==> src/rtl/ms_timer.sv <==
// Millisecond timer: synchronizes the divided clock, emits one-cycle ticks, counts them, and runs
// a start/stop countdown with optional auto-reload.
module ms_timer #(
    parameter int unsigned CNT_W       = 16,
    parameter int unsigned SYNC_STAGES = 2
) (
    input  logic             clk_i,
    input  logic             rst_i,
    input  logic             clk_1ms_i,
    input  logic             start_i,
    input  logic             stop_i,
    input  logic             auto_reload_i,
    input  logic [CNT_W-1:0] period_i,
    output logic             tick_o,
    output logic             busy_o,
    output logic             done_o,
    output logic [CNT_W-1:0] remaining_o,
    output logic [CNT_W-1:0] ms_cnt_o
);

    localparam int unsigned ArmW = $clog2(SYNC_STAGES + 2);

    typedef enum logic {StIdle, StRun} state_e;

    logic [SYNC_STAGES-1:0] sync_q;
    logic                   prev_q;
    logic [ArmW-1:0]        arm_q;
    logic                   armed;
    logic                   rise;
    logic                   tick_q;
    logic [CNT_W-1:0]       ms_cnt_q;

    state_e                 state_q, state_d;
    logic [CNT_W-1:0]       rem_q, rem_d;
    logic                   expire;
    logic                   done_pend_q;
    logic                   done_q;

    // Edge detection stays disabled until the synchronizer holds only post-reset samples.
    assign armed = (arm_q == ArmW'(SYNC_STAGES + 1));
    assign rise  = sync_q[SYNC_STAGES-1] & ~prev_q & armed;

    always_ff @(posedge clk_i or posedge rst_i) begin
        if (rst_i) begin
            sync_q   <= '0;
            prev_q   <= 1'b0;
            arm_q    <= '0;
            tick_q   <= 1'b0;
            ms_cnt_q <= '0;
        end else begin
            sync_q   <= {sync_q[SYNC_STAGES-2:0], clk_1ms_i};
            prev_q   <= sync_q[SYNC_STAGES-1];
            if (!armed) begin
                arm_q <= arm_q + ArmW'(1);
            end
            tick_q   <= rise;
            ms_cnt_q <= ms_cnt_q + CNT_W'(tick_q);
        end
    end

    // Countdown state register; done is delayed one extra cycle behind the expiry edge.
    always_ff @(posedge clk_i or posedge rst_i) begin
        if (rst_i) begin
            state_q     <= StIdle;
            rem_q       <= '0;
            done_pend_q <= 1'b0;
            done_q      <= 1'b0;
        end else begin
            state_q     <= state_d;
            rem_q       <= rem_d;
            done_pend_q <= expire;
            done_q      <= done_pend_q;
        end
    end

    always_comb begin
        state_d = state_q;
        rem_d   = rem_q;
        expire  = 1'b0;
        if (stop_i) begin
            state_d = StIdle;
            rem_d   = '0;
        end else if (start_i) begin
            if (period_i == '0) begin
                state_d = StIdle;
                rem_d   = '0;
                expire  = 1'b1;
            end else begin
                state_d = StRun;
                rem_d   = period_i;
            end
        end else if (state_q == StRun && tick_q) begin
            if (rem_q == CNT_W'(1)) begin
                expire = 1'b1;
                if (auto_reload_i && period_i != '0) begin
                    rem_d = period_i;
                end else begin
                    state_d = StIdle;
                    rem_d   = '0;
                end
            end else begin
                rem_d = rem_q - CNT_W'(1);
            end
        end
    end

    always_comb begin
        busy_o      = (state_q == StRun);
        tick_o      = tick_q;
        done_o      = done_q;
        remaining_o = rem_q;
        ms_cnt_o    = ms_cnt_q;
    end

endmodule

==> config.mk <==
export PLATFORM = sky130hd
export DESIGN_NAME = ms_timer
export DESIGN_NICKNAME = d
export VERILOG_FILES = /design/src/rtl/ms_timer.sv
export SDC_FILE = /design/constraint.sdc
export NUM_CORES = 1
export LEC_CHECK = 0
export BUFFER_PORTS_ARGS = -buffer_cell sky130_fd_sc_hd__buf_2
export CAP_MARGIN = 0
export CORE_ASPECT_RATIO = 1.2
export CORE_UTILIZATION = 35
export CTS_CLUSTER_DIAMETER = 60
export DETAILED_ROUTE_END_ITERATION = 12
export GPL_TIMING_DRIVEN = 0
export SLEW_MARGIN = 10
export SYNTH_ARGS = -nofsm -noshare
export SYNTH_HDL_FRONTEND = slang
export SYNTH_SLANG_ARGS = --single-unit
==> constraint.sdc <==
create_clock -name clk_i -period 5.3 [get_ports clk_i]
set_clock_uncertainty 0.05 [all_clocks]
set_input_delay 0.795 -clock clk_i [delete_from_list [all_inputs] [get_ports clk_i]]
set_output_delay 0.795 -clock clk_i [all_outputs]
set_load 0.03 [all_outputs]
==> results of run 1 <==
power breakdown:
| part | switching, W | internal (W) | leakage (nW) |
|---|---|---|---|
| logic | 0.000143 | 0.0000750 | 0.711 |
| registers | 0.0000384 | 0.000344 | 0.532 |
| clock network | 0.000109 | 0.0000927 | 0.0374 |
| total | 0.000291 | 0.000511 | 1.28 |
worst max-delay path, delay by kind of cell, from the launching register on:
kind / cells / cell delay, ps
adders and majority gates: 1 / 200
buffers and inverters: 1 / 110
AOI/OAI and AO/OA: 1 / 230
DFF: 1 / 450
xor gates and xnor gates: 1 / 200
and+or+nand+nor: 3 / 1130
metal layers:
| layer | wire length (um) | vias to the layer above | GRT usage, % |
|---|---|---|---|
| li1 | - | 935 | - |
| met1 | 2591 | 902 | 25.39 |
| met2 | 2471 | 64 | 27.52 |
| met3 | 324 | 8 | 3.531 |
| met4 | 102 | 0 | 7.033 |
| met5 | 0 | - | 0 |
area by class of cell:
cell class                      instances  area share [%]
Buffer                                  4          0.7452
Clock buffer                            6           2.701
Clock inverter                          2          0.5589
Inverter                                6          0.8384
Multi-Input combinational cell        164           41.97
Sequential cell                        41           38.19
Tap cell                               82           3.819
Timing Repair Buffer                   57           11.18
state kept, by name, summed over array words and instances, names as in the netlist:
| signal | flops |
|---|---|
| arm_q | 2 |
| busy_o | 1 |
| tick_o | 1 |
| prev_q | 1 |
| done_o | 1 |
| sync_q | 2 |
| remaining_o | 16 |
| done_pend_q | 1 |
| ms_cnt_o | 16 |
layout by cell type (no fill, tap or decap), drive strengths merged, types with 2 or more instances in the layout:
cell / synthesis / layout
a21oi: 7 / 7
a221o: 2 / 2
a22oi: 3 / 3
a31o: 3 / 3
buf: 2 / 59
clkbuf: 2 / 8
clkinvlp: 0 / 2
dfrtp: 41 / 41
ha: 5 / 5
inv: 6 / 6
mux2: 2 / 2
nand2: 22 / 22
nand2b: 3 / 3
nand3: 13 / 13
nand4: 7 / 7
nor2: 15 / 15
nor3: 9 / 9
nor4: 6 / 6
o211ai: 8 / 8
o21ai: 7 / 7
o311ai: 6 / 6
o41ai: 2 / 2
or2: 5 / 5
or3: 3 / 3
or4b: 2 / 2
xnor2: 12 / 12
xor2: 7 / 7
through the flow:
stage / setup slack [ps] / cell area, um^2 / power (W)
2_1_floorplan: 2902 / 2196 / 0.0005329
3_3_place_gp: 2582 / 2579 / 0.0006023
4_1_cts: 2848 / 2686 / 0.0008113
3_5_place_dp: 2617 / 2599 / 0.0006071
5_1_grt: 2723 / 2686 / 0.0008541
6_report: 2826 / 2686 / 0.0008019
cell families (layout without fill, tap and decap cells):
kind of cell / count (synthesis) / count (layout) / synth area share [%]
multiplexers: 2 / 2 / 1.196
XOR/XNOR: 19 / 19 / 7.578
flip-flops: 41 / 41 / 46.72
adder cells (fa/ha/maj): 5 / 5 / 2.849
AO/OA/AOI/OAI: 48 / 48 / 17.15
buffers and inverters: 10 / 75 / 1.937
AND/OR/NAND/NOR: 90 / 90 / 22.56
path summary, 6_finish.rpt:
check                      depth (start not counted)         endpoint           start
setup / recovery                                   7  remaining_o[14]  remaining_o[0]
hold / removal                                     0        sync_q[1]       sync_q[0]
setup reg to reg                                   7  remaining_o[14]  remaining_o[0]
hold reg to reg                                    0        sync_q[1]       sync_q[0]
max in group asynchronous                          3   remaining_o[6]           rst_i
min in group asynchronous                          2     ms_cnt_o[14]           rst_i
==> results.toml, run 1 <==
[global_routing]
antenna_found_initial = 0
gr-usage-all-layers_pct = 18.12
overflow = 0
grt_start_max_net_pins = 31
grt_pass1_wl_mm = 8.880
grt_pass1_vias = 1810

[synthesis]
synth.area.top_cells = "dfrtp_1, xnor2_1, nand2_1"
synthDistinctLibCells = 52
yosys.area.top_type = "dfrtp_1"
synth_common_cells = "dfrtp_1, nand2_1, nor2_1"
syn_nets = 242
syn_inst = 215
syn_area_um2 = 2196
synth.most_common_cell = "dfrtp_1"
avgSynthCellArea_um2 = 10.21
synth_edf_count = 0
synth_top_area_share_pct = 46.72
ys.flop_type = "dfrtp_1"
async_reset_ff_share_pct = 100.0
synth.yosys.seq_area_share_pct = 46.72
yosysWarnings = 0
synth-seq-cells = 41

[timing]
hold_violations = 0
setup_viol = 0
maxSlewViolCount = 0
fin_setup_tns_ps = 0
worstMarginPinSlew_ps = 688.6
relSlewSlack_pct = 53.49
clock.fmax_mhz = 404.2
whs_ps = 302.1
final.period_utilization_pct = 46.68
finalCriticalPeriod_ps = 2474
rsz0062_at_grt = "no"

[placed_design]
place.gp.congestion = 0.8672
dp.final_hpwl_mm = 4.242
port_buffers = 56
dp.cells = 354

[critical_path]
end_kind = "register"
path_cells = "inv_1, ha_1, or4b_4, or4b_4, xor2_1, nand3_1, a31o_1"
rrSetupSlack_ps = 2830
crit_slowest_cell = "or4b_4"
critPathMaxStageDelay_ps = 520
cp.required_ps = 5440
cp_common_cell = "or4b_4"
cp-start-kind = "register"
critical_path.max_fanout = 7
critical_path_class = "register to register"
arrival_ps = 2610

[clock_tree]
cts-buffers-inserted = 5
root_buffer = "clkbuf_8"
cts_max_level = 2
ctsHoldBuffers = 0
cts_sinks = 41
cts.clk_slew.worst_paths_ps = 80
post-cts-setup-buffer-count = 0
post_cts_resized = 0
cts_tree = "yes"
clock_latency_ps = 290
clockBufferDepth = 2

[drt]
routed_wl_mm = 5.489
wl_per_cell_um = 15.16
dr.first_iter.drc_count = 115
drc = 0
num_vias = 1909
firstDrtPassIters = 4
ant_nets = 0
viasPerCell = 5.273

[floorplan]
fp.dieW_um = 74.31
io-pin-count = 57
initial_core_util_pct = 36.29
rows = 31
coreArea_um2 = 6051
fp.dieH_um = 88.77
die-area_um2 = 6596

[pwr]
p_leak_nw = 1.280
powerDensity_nw_per_um2 = 298.5
ir_worst_vdd_mv = 0.1299

[layout]
nNetsFinal = 306
fillCellCount = 601
drive_gt1_share_pct = 31.07
seqCellArea_um2 = 1026
multi_input_area_um2 = 1127
fin_util_pct = 44.40
instances_no_fill = 362
num_antenna_cells = 0
area_growth_pct = 22.34

[run]
cap_violations = 0

[worst_hold_path]
hold_class = "register to register"

[status]
status = "finished clean"
Note: power is estimated with default switching activity, not from simulation.
==> run 2: changes to the inputs <==
clock period = 2.05 ns   (was 5.3 ns; I/O delays follow)
==> run 2 against run 1 <==
  * The flow now finishes with violations (negative setup slack)
  * Fmax is 14% higher
  * Cell area is 7.8% higher
  * Combinational power grew to 2.9 times the previous value
  * Non-clock buffer count is 13 higher
  * Sequential power grew to 2.6 times the previous value
  * First-iteration DRC count is 9.6% higher
  * Utilization is 3.5 points higher
  * Critical path depth stayed put
  * Global-route usage is 0.12 points higher
  * Flip-flop and latch count stayed put
  * Largest cell class unchanged
  * Largest power group unchanged
==> results.toml, run 2 (synthesis results as in run 1) <==
[floorplan]
die-area_um2 = 6596
fp.dieW_um = 74.31
coreArea_um2 = 6051
fp.dieH_um = 88.77
initial_core_util_pct = 36.29
rows = 31
io-pin-count = 57

[layout]
area_growth_pct = 31.91
instances_no_fill = 375
num_antenna_cells = 0
nNetsFinal = 319
fillCellCount = 611
drive_gt1_share_pct = 37.54
layout_commonest_cell = "buf_2"
layout_common_cells = "buf_2, dfrtp_1, nand2_1, buf_4, nor2_1"

[global_routing]
antenna_found_initial = 0
gr-usage-all-layers_pct = 18.23
grt_pass1_vias = 1883
grt_pass1_wl_mm = 8.997
overflow = 0
grt_start_max_net_pins = 32

[clock_tree]
cts.clk_slew.worst_paths_ps = 80
cts-buffers-inserted = 5
cts_max_level = 2
clockBufferDepth = 2
cts_tree = "yes"
clock_latency_ps = 290
root_buffer = "clkbuf_8"
cts_sinks = 41

[worst_hold_path]
min_from = "clk_1ms_i"
hold_class = "input pin to register"

[critical_path]
critical_path.max_fanout = 3
crit_slowest_cell = "or4b_4"
path_cells = "inv_2, ha_4, or4b_4, or4b_4, xor2_2, nand3_1, a31o_1"
end_kind = "register"
arrival_ps = 2310
cp-start-kind = "register"
critPathMaxStageDelay_ps = 510
cp_common_cell = "or4b_4"
cp_top_family = "simple AND/OR/NAND/NOR gates"
critical_path_class = "register to register"
cp.required_ps = 2190
critPathBufInv = 1
r2r-start = "remaining_o[0]"
cp-startpoint = "remaining_o[0]"

[placed_design]
dp.cells = 354
port_buffers = 56
dp.final_hpwl_mm = 4.308
place.gp.congestion = 0.9553

[pwr]
swShare_pct = 34.14
p_switching_w = 0.0007879
p_leak_nw = 1.381
power_w = 0.002308
power.share.sequential_pct = 42.9
internal_power_w = 0.001520
pwr-share-clk_pct = 29.8
powerDensity_nw_per_um2 = 796.9
power_frac_comb_pct = 27.2
ir_worst_vdd_mv = 0.3480

[drt]
ant_nets = 0
drc = 0
wl_per_cell_um = 15.39
viasPerCell = 5.368
num_vias = 2013
dr.first_iter.drc_count = 126
routed_wl_mm = 5.772
firstDrtPassIters = 4

[timing]
hold_violations = 0
final.period_utilization_pct = 106.0
rsz0062_at_grt = "yes"
relSlewSlack_pct = 52.89
clock.fmax_mhz = 460.3
maxSlewViolCount = 0
worstMarginPinSlew_ps = 697.5
finalCriticalPeriod_ps = 2173
setup_viol = 1
layout_setup_ws_ps = -122.6
fin_setup_tns_ps = -122.6

[run]
cap_violations = 0

[status]
status = "finished with violations"
violations = "negative setup slack"
run 2: cell types whose count changed in the layout (fill, tap and decap cells not counted), moves of 2 or more:
cell,previous run,this run
ha_1,5,3
buf_4,1,14
inv_2,1,3
dfrtp_1,41,39
dfrtp_2,0,2
inv_1,5,3
run 2: repair_timing:
item | CTS | global route
setup buffers | 7 | 5
pin swaps | 4 | 3
hold buffers | 1 | 0
gates resized for setup | 4 | 5
endpoints found under the hold margin | 10 | 0
endpoints found under the setup margin | 12 | 5
run 2: final cells by class:
class	instances	area [um^2]	share of cell area (%)
clock buffers	6	82.58	2.851
clock inverters	2	37.54	1.296
plain buffers	4	22.52	0.7775
repair buffers	70	400.4	13.82
flip-flops and latches	41	1028	35.51
inverters	6	22.52	0.7775
well taps	82	102.6	3.542
multi-input cells	164	1200	41.43
run 2: power groups by stage:
stage / Combinational (W) / Clock [W] / Sequential (W)
after floorplan: 0.000242 / 0 / 0.00114
after global placement: 0.000565 / 0 / 0.00101
after detailed placement: 0.000573 / 0 / 0.00101
after CTS: 0.000612 / 0.000711 / 0.000990
after global routing: 0.000680 / 0.000742 / 0.00101
final: 0.000628 / 0.000689 / 0.000991
run 2: final timing paths:
check                                       end  slack [ps]  cells past startpoint
worst min-delay path                  sync_q[0]          80                      1
worst max register to register  remaining_o[14]        -120                      7
worst max-delay path            remaining_o[14]        -120                      7
max in group asynchronous        remaining_o[1]        1050                      4
worst min register to register        sync_q[1]         300                      0
min in group asynchronous        remaining_o[5]         430                      3
run 2: metrics by stage:
step           utilization [%]  hold slack [ps]  worst slack (ps)  instance area (um^2)
2_1_floorplan                -            281.2            -239.0                  2222
3_3_place_gp             43.05            283.1            -241.8                  2605
3_5_place_dp             43.38            216.4            -251.6                  2625
4_1_cts                  46.79            62.61            -137.9                  2831
5_1_grt                  47.87            55.66            -198.1                  2897
6_report                 47.87            75.97            -122.6                  2897
run 2: layer usage:
metal  wire length, um  GRT usage, %  vias up
met5                 0             0        -
met4               176         8.919        0
met3               369         3.872       14
met2              2773         29.42       72
met1              2452         23.12      962
li1                  -             -      965
==> run 3: changes to the inputs <==
==> constraint.sdc (replaced) <==
create_clock -name clk_i -period 2.05 [get_ports clk_i]
set_clock_uncertainty 0.05 [all_clocks]
set_input_delay 0.1025 -clock clk_i [delete_from_list [all_inputs] [get_ports clk_i]]
set_output_delay 0.1025 -clock clk_i [all_outputs]
set_load 0.03 [all_outputs]
==> run 3 against run 2 <==
  * The flow still finishes with violations (negative setup slack)
  * Via count rose by 1.8%
  * Worst setup slack got worse by 15 ps
  * Non-clock buffer count up 4
  * Total power rose by 0.39%
  * Flip-flop and latch count is the same
  * Count of clock-buffer cells in the layout unchanged
  * First-iteration DRC count grew 14%
  * Global-route usage up 0.17 points
  * Cell area is 1.5% higher
  * Die area is the same
  * Largest power group unchanged
==> results.toml, run 3 (synthesis results as in run 1) <==
[timing]
fin_setup_tns_ps = -137.1
clock.fmax_mhz = 457.2
relSlewSlack_pct = 53.95
hold_violations = 0
maxSlewViolCount = 0
worstMarginPinSlew_ps = 690.7
rsz0062_at_grt = "yes"
layout_setup_ws_ps = -137.1
setup_viol = 1
final.period_utilization_pct = 106.7
finalCriticalPeriod_ps = 2187

[global_routing]
grt_pass1_wl_mm = 9.094
antenna_found_initial = 0
grt_start_max_net_pins = 32
overflow = 0
gr-usage-all-layers_pct = 18.40
grt_pass1_vias = 1907

[layout]
nNetsFinal = 323
area_growth_pct = 33.85
layout_common_cells = "buf_2, dfrtp_1, nand2_1, buf_4, nor2_1"
fillCellCount = 608
drive_gt1_share_pct = 37.37
num_antenna_cells = 0
layout_commonest_cell = "buf_2"
fin_util_pct = 48.57
instances_no_fill = 379

[clock_tree]
cts.clk_slew.worst_paths_ps = 80
cts_sinks = 41
cts-buffers-inserted = 5
clockBufferDepth = 2
clock_latency_ps = 300
cts_max_level = 2
cts_tree = "yes"
root_buffer = "clkbuf_8"

[critical_path]
cp.required_ps = 2190
cp-start-kind = "register"
critical_path.max_fanout = 3
end_kind = "register"
arrival_ps = 2330
critical_path_class = "register to register"

[placed_design]
dp.final_hpwl_mm = 4.308
dp.cells = 354
place.gp.congestion = 0.9553
port_buffers = 56

[drt]
wl_per_cell_um = 15.40
routed.top_layer = "met4"
dr.first_iter.drc_count = 144
firstDrtPassIters = 5
viasPerCell = 5.409
met1_length_mm = 2.541
num_vias = 2050
ant_nets = 0
drc = 0
wl_met2_mm = 2.743
route.met3.wl_um = 331
routed_wl_mm = 5.838

[pwr]
ir_worst_vdd_mv = 0.3480
p_leak_nw = 1.398
power_frac_comb_pct = 27.4
power.share.sequential_pct = 42.8
swShare_pct = 34.17
pwr-share-clk_pct = 29.8
power_w = 0.002317
internal_power_w = 0.001525
p_switching_w = 0.0007918
powerDensity_nw_per_um2 = 788.4

[floorplan]
io-pin-count = 57
die-area_um2 = 6596
rows = 31
fp.dieW_um = 74.31
coreArea_um2 = 6051
initial_core_util_pct = 36.29
fp.dieH_um = 88.77

[status]
violations = "negative setup slack"
status = "finished with violations"

[worst_hold_path]
hold_class = "input pin to register"

[run]
cap_violations = 0
==> run 3: cell count changes in the layout (fill, tap and decap cells not counted), sizes merged <==
cell	delta
dlygate4sd3	+4
==> run 3: power groups by stage <==
stage / clock (W) / sequential (W) / combinational (W)
after CTS: 0.000711 / 0.000990 / 0.000617
after floorplan: 0 / 0.00114 / 0.000242
after global placement: 0 / 0.00101 / 0.000565
after detailed placement: 0 / 0.00101 / 0.000573
after global routing: 0.000742 / 0.00101 / 0.000687
final: 0.000690 / 0.000991 / 0.000636
==> run 3: routing by layer <==
layer | GRT usage (%) | vias up
met4 | 8.919 | 0
met1 | 23.33 | 984
met3 | 3.872 | 19
met5 | 0 | -
li1 | - | 974
met2 | 29.75 | 73
==> run 3: final timing paths <==
check | end | from | depth (start not counted) | slack (ps)
setup / recovery | remaining_o[14] | remaining_o[0] | 7 | -140
hold / removal | remaining_o[11] | period_i[11] | 3 | 4
setup reg to reg | remaining_o[14] | remaining_o[0] | 7 | -140
hold reg to reg | sync_q[1] | sync_q[0] | 0 | 300
max in group asynchronous | remaining_o[1] | rst_i | 4 | 1260
min in group asynchronous | remaining_o[5] | rst_i | 3 | 230
==> run 3: final cells by class <==
type	instances	area (um^2)	area share (%)
clock buffers	6	82.58	2.810
plain buffers	4	22.52	0.7663
flip-flops and latches	41	1028	34.99
repair buffers	74	440.4	14.99
inverters	6	22.52	0.7663
multi-input cells	164	1202	40.91
well taps	82	102.6	3.491
clock inverters	2	37.54	1.277
==> run 3: metrics by stage <==
step                      area, um^2  hold slack, ps  setup slack [ps]
after global placement          2605           160.4            -241.8
after detailed placement        2625           11.37            -251.6
after floorplan                 2222           83.93            -239.0
final                           2939           4.422            -137.1
after global routing            2939           28.49            -198.1
after CTS                       2872           4.714            -137.9
==> run 3: timing repair <==
| action | CTS | global route |
|---|---|---|
| hold buffers | 5 | 0 |
| hold endpoints to repair | 46 | 0 |
| resized for setup | 4 | 6 |
| cloned | 0 | 0 |
| pin swaps | 4 | 3 |
| endpoints found under the setup margin | 12 | 6 |
| buffers inserted | 7 | 5 |
==> run 3: worst max-delay path, cell delays in order (launching register included) <==
cell	delay, ps
dfrtp_2	420
inv_2	70
ha_4	130
or4b_4	470
or4b_4	510
xor2_2	160
nand3_1	100
a31o_1	180
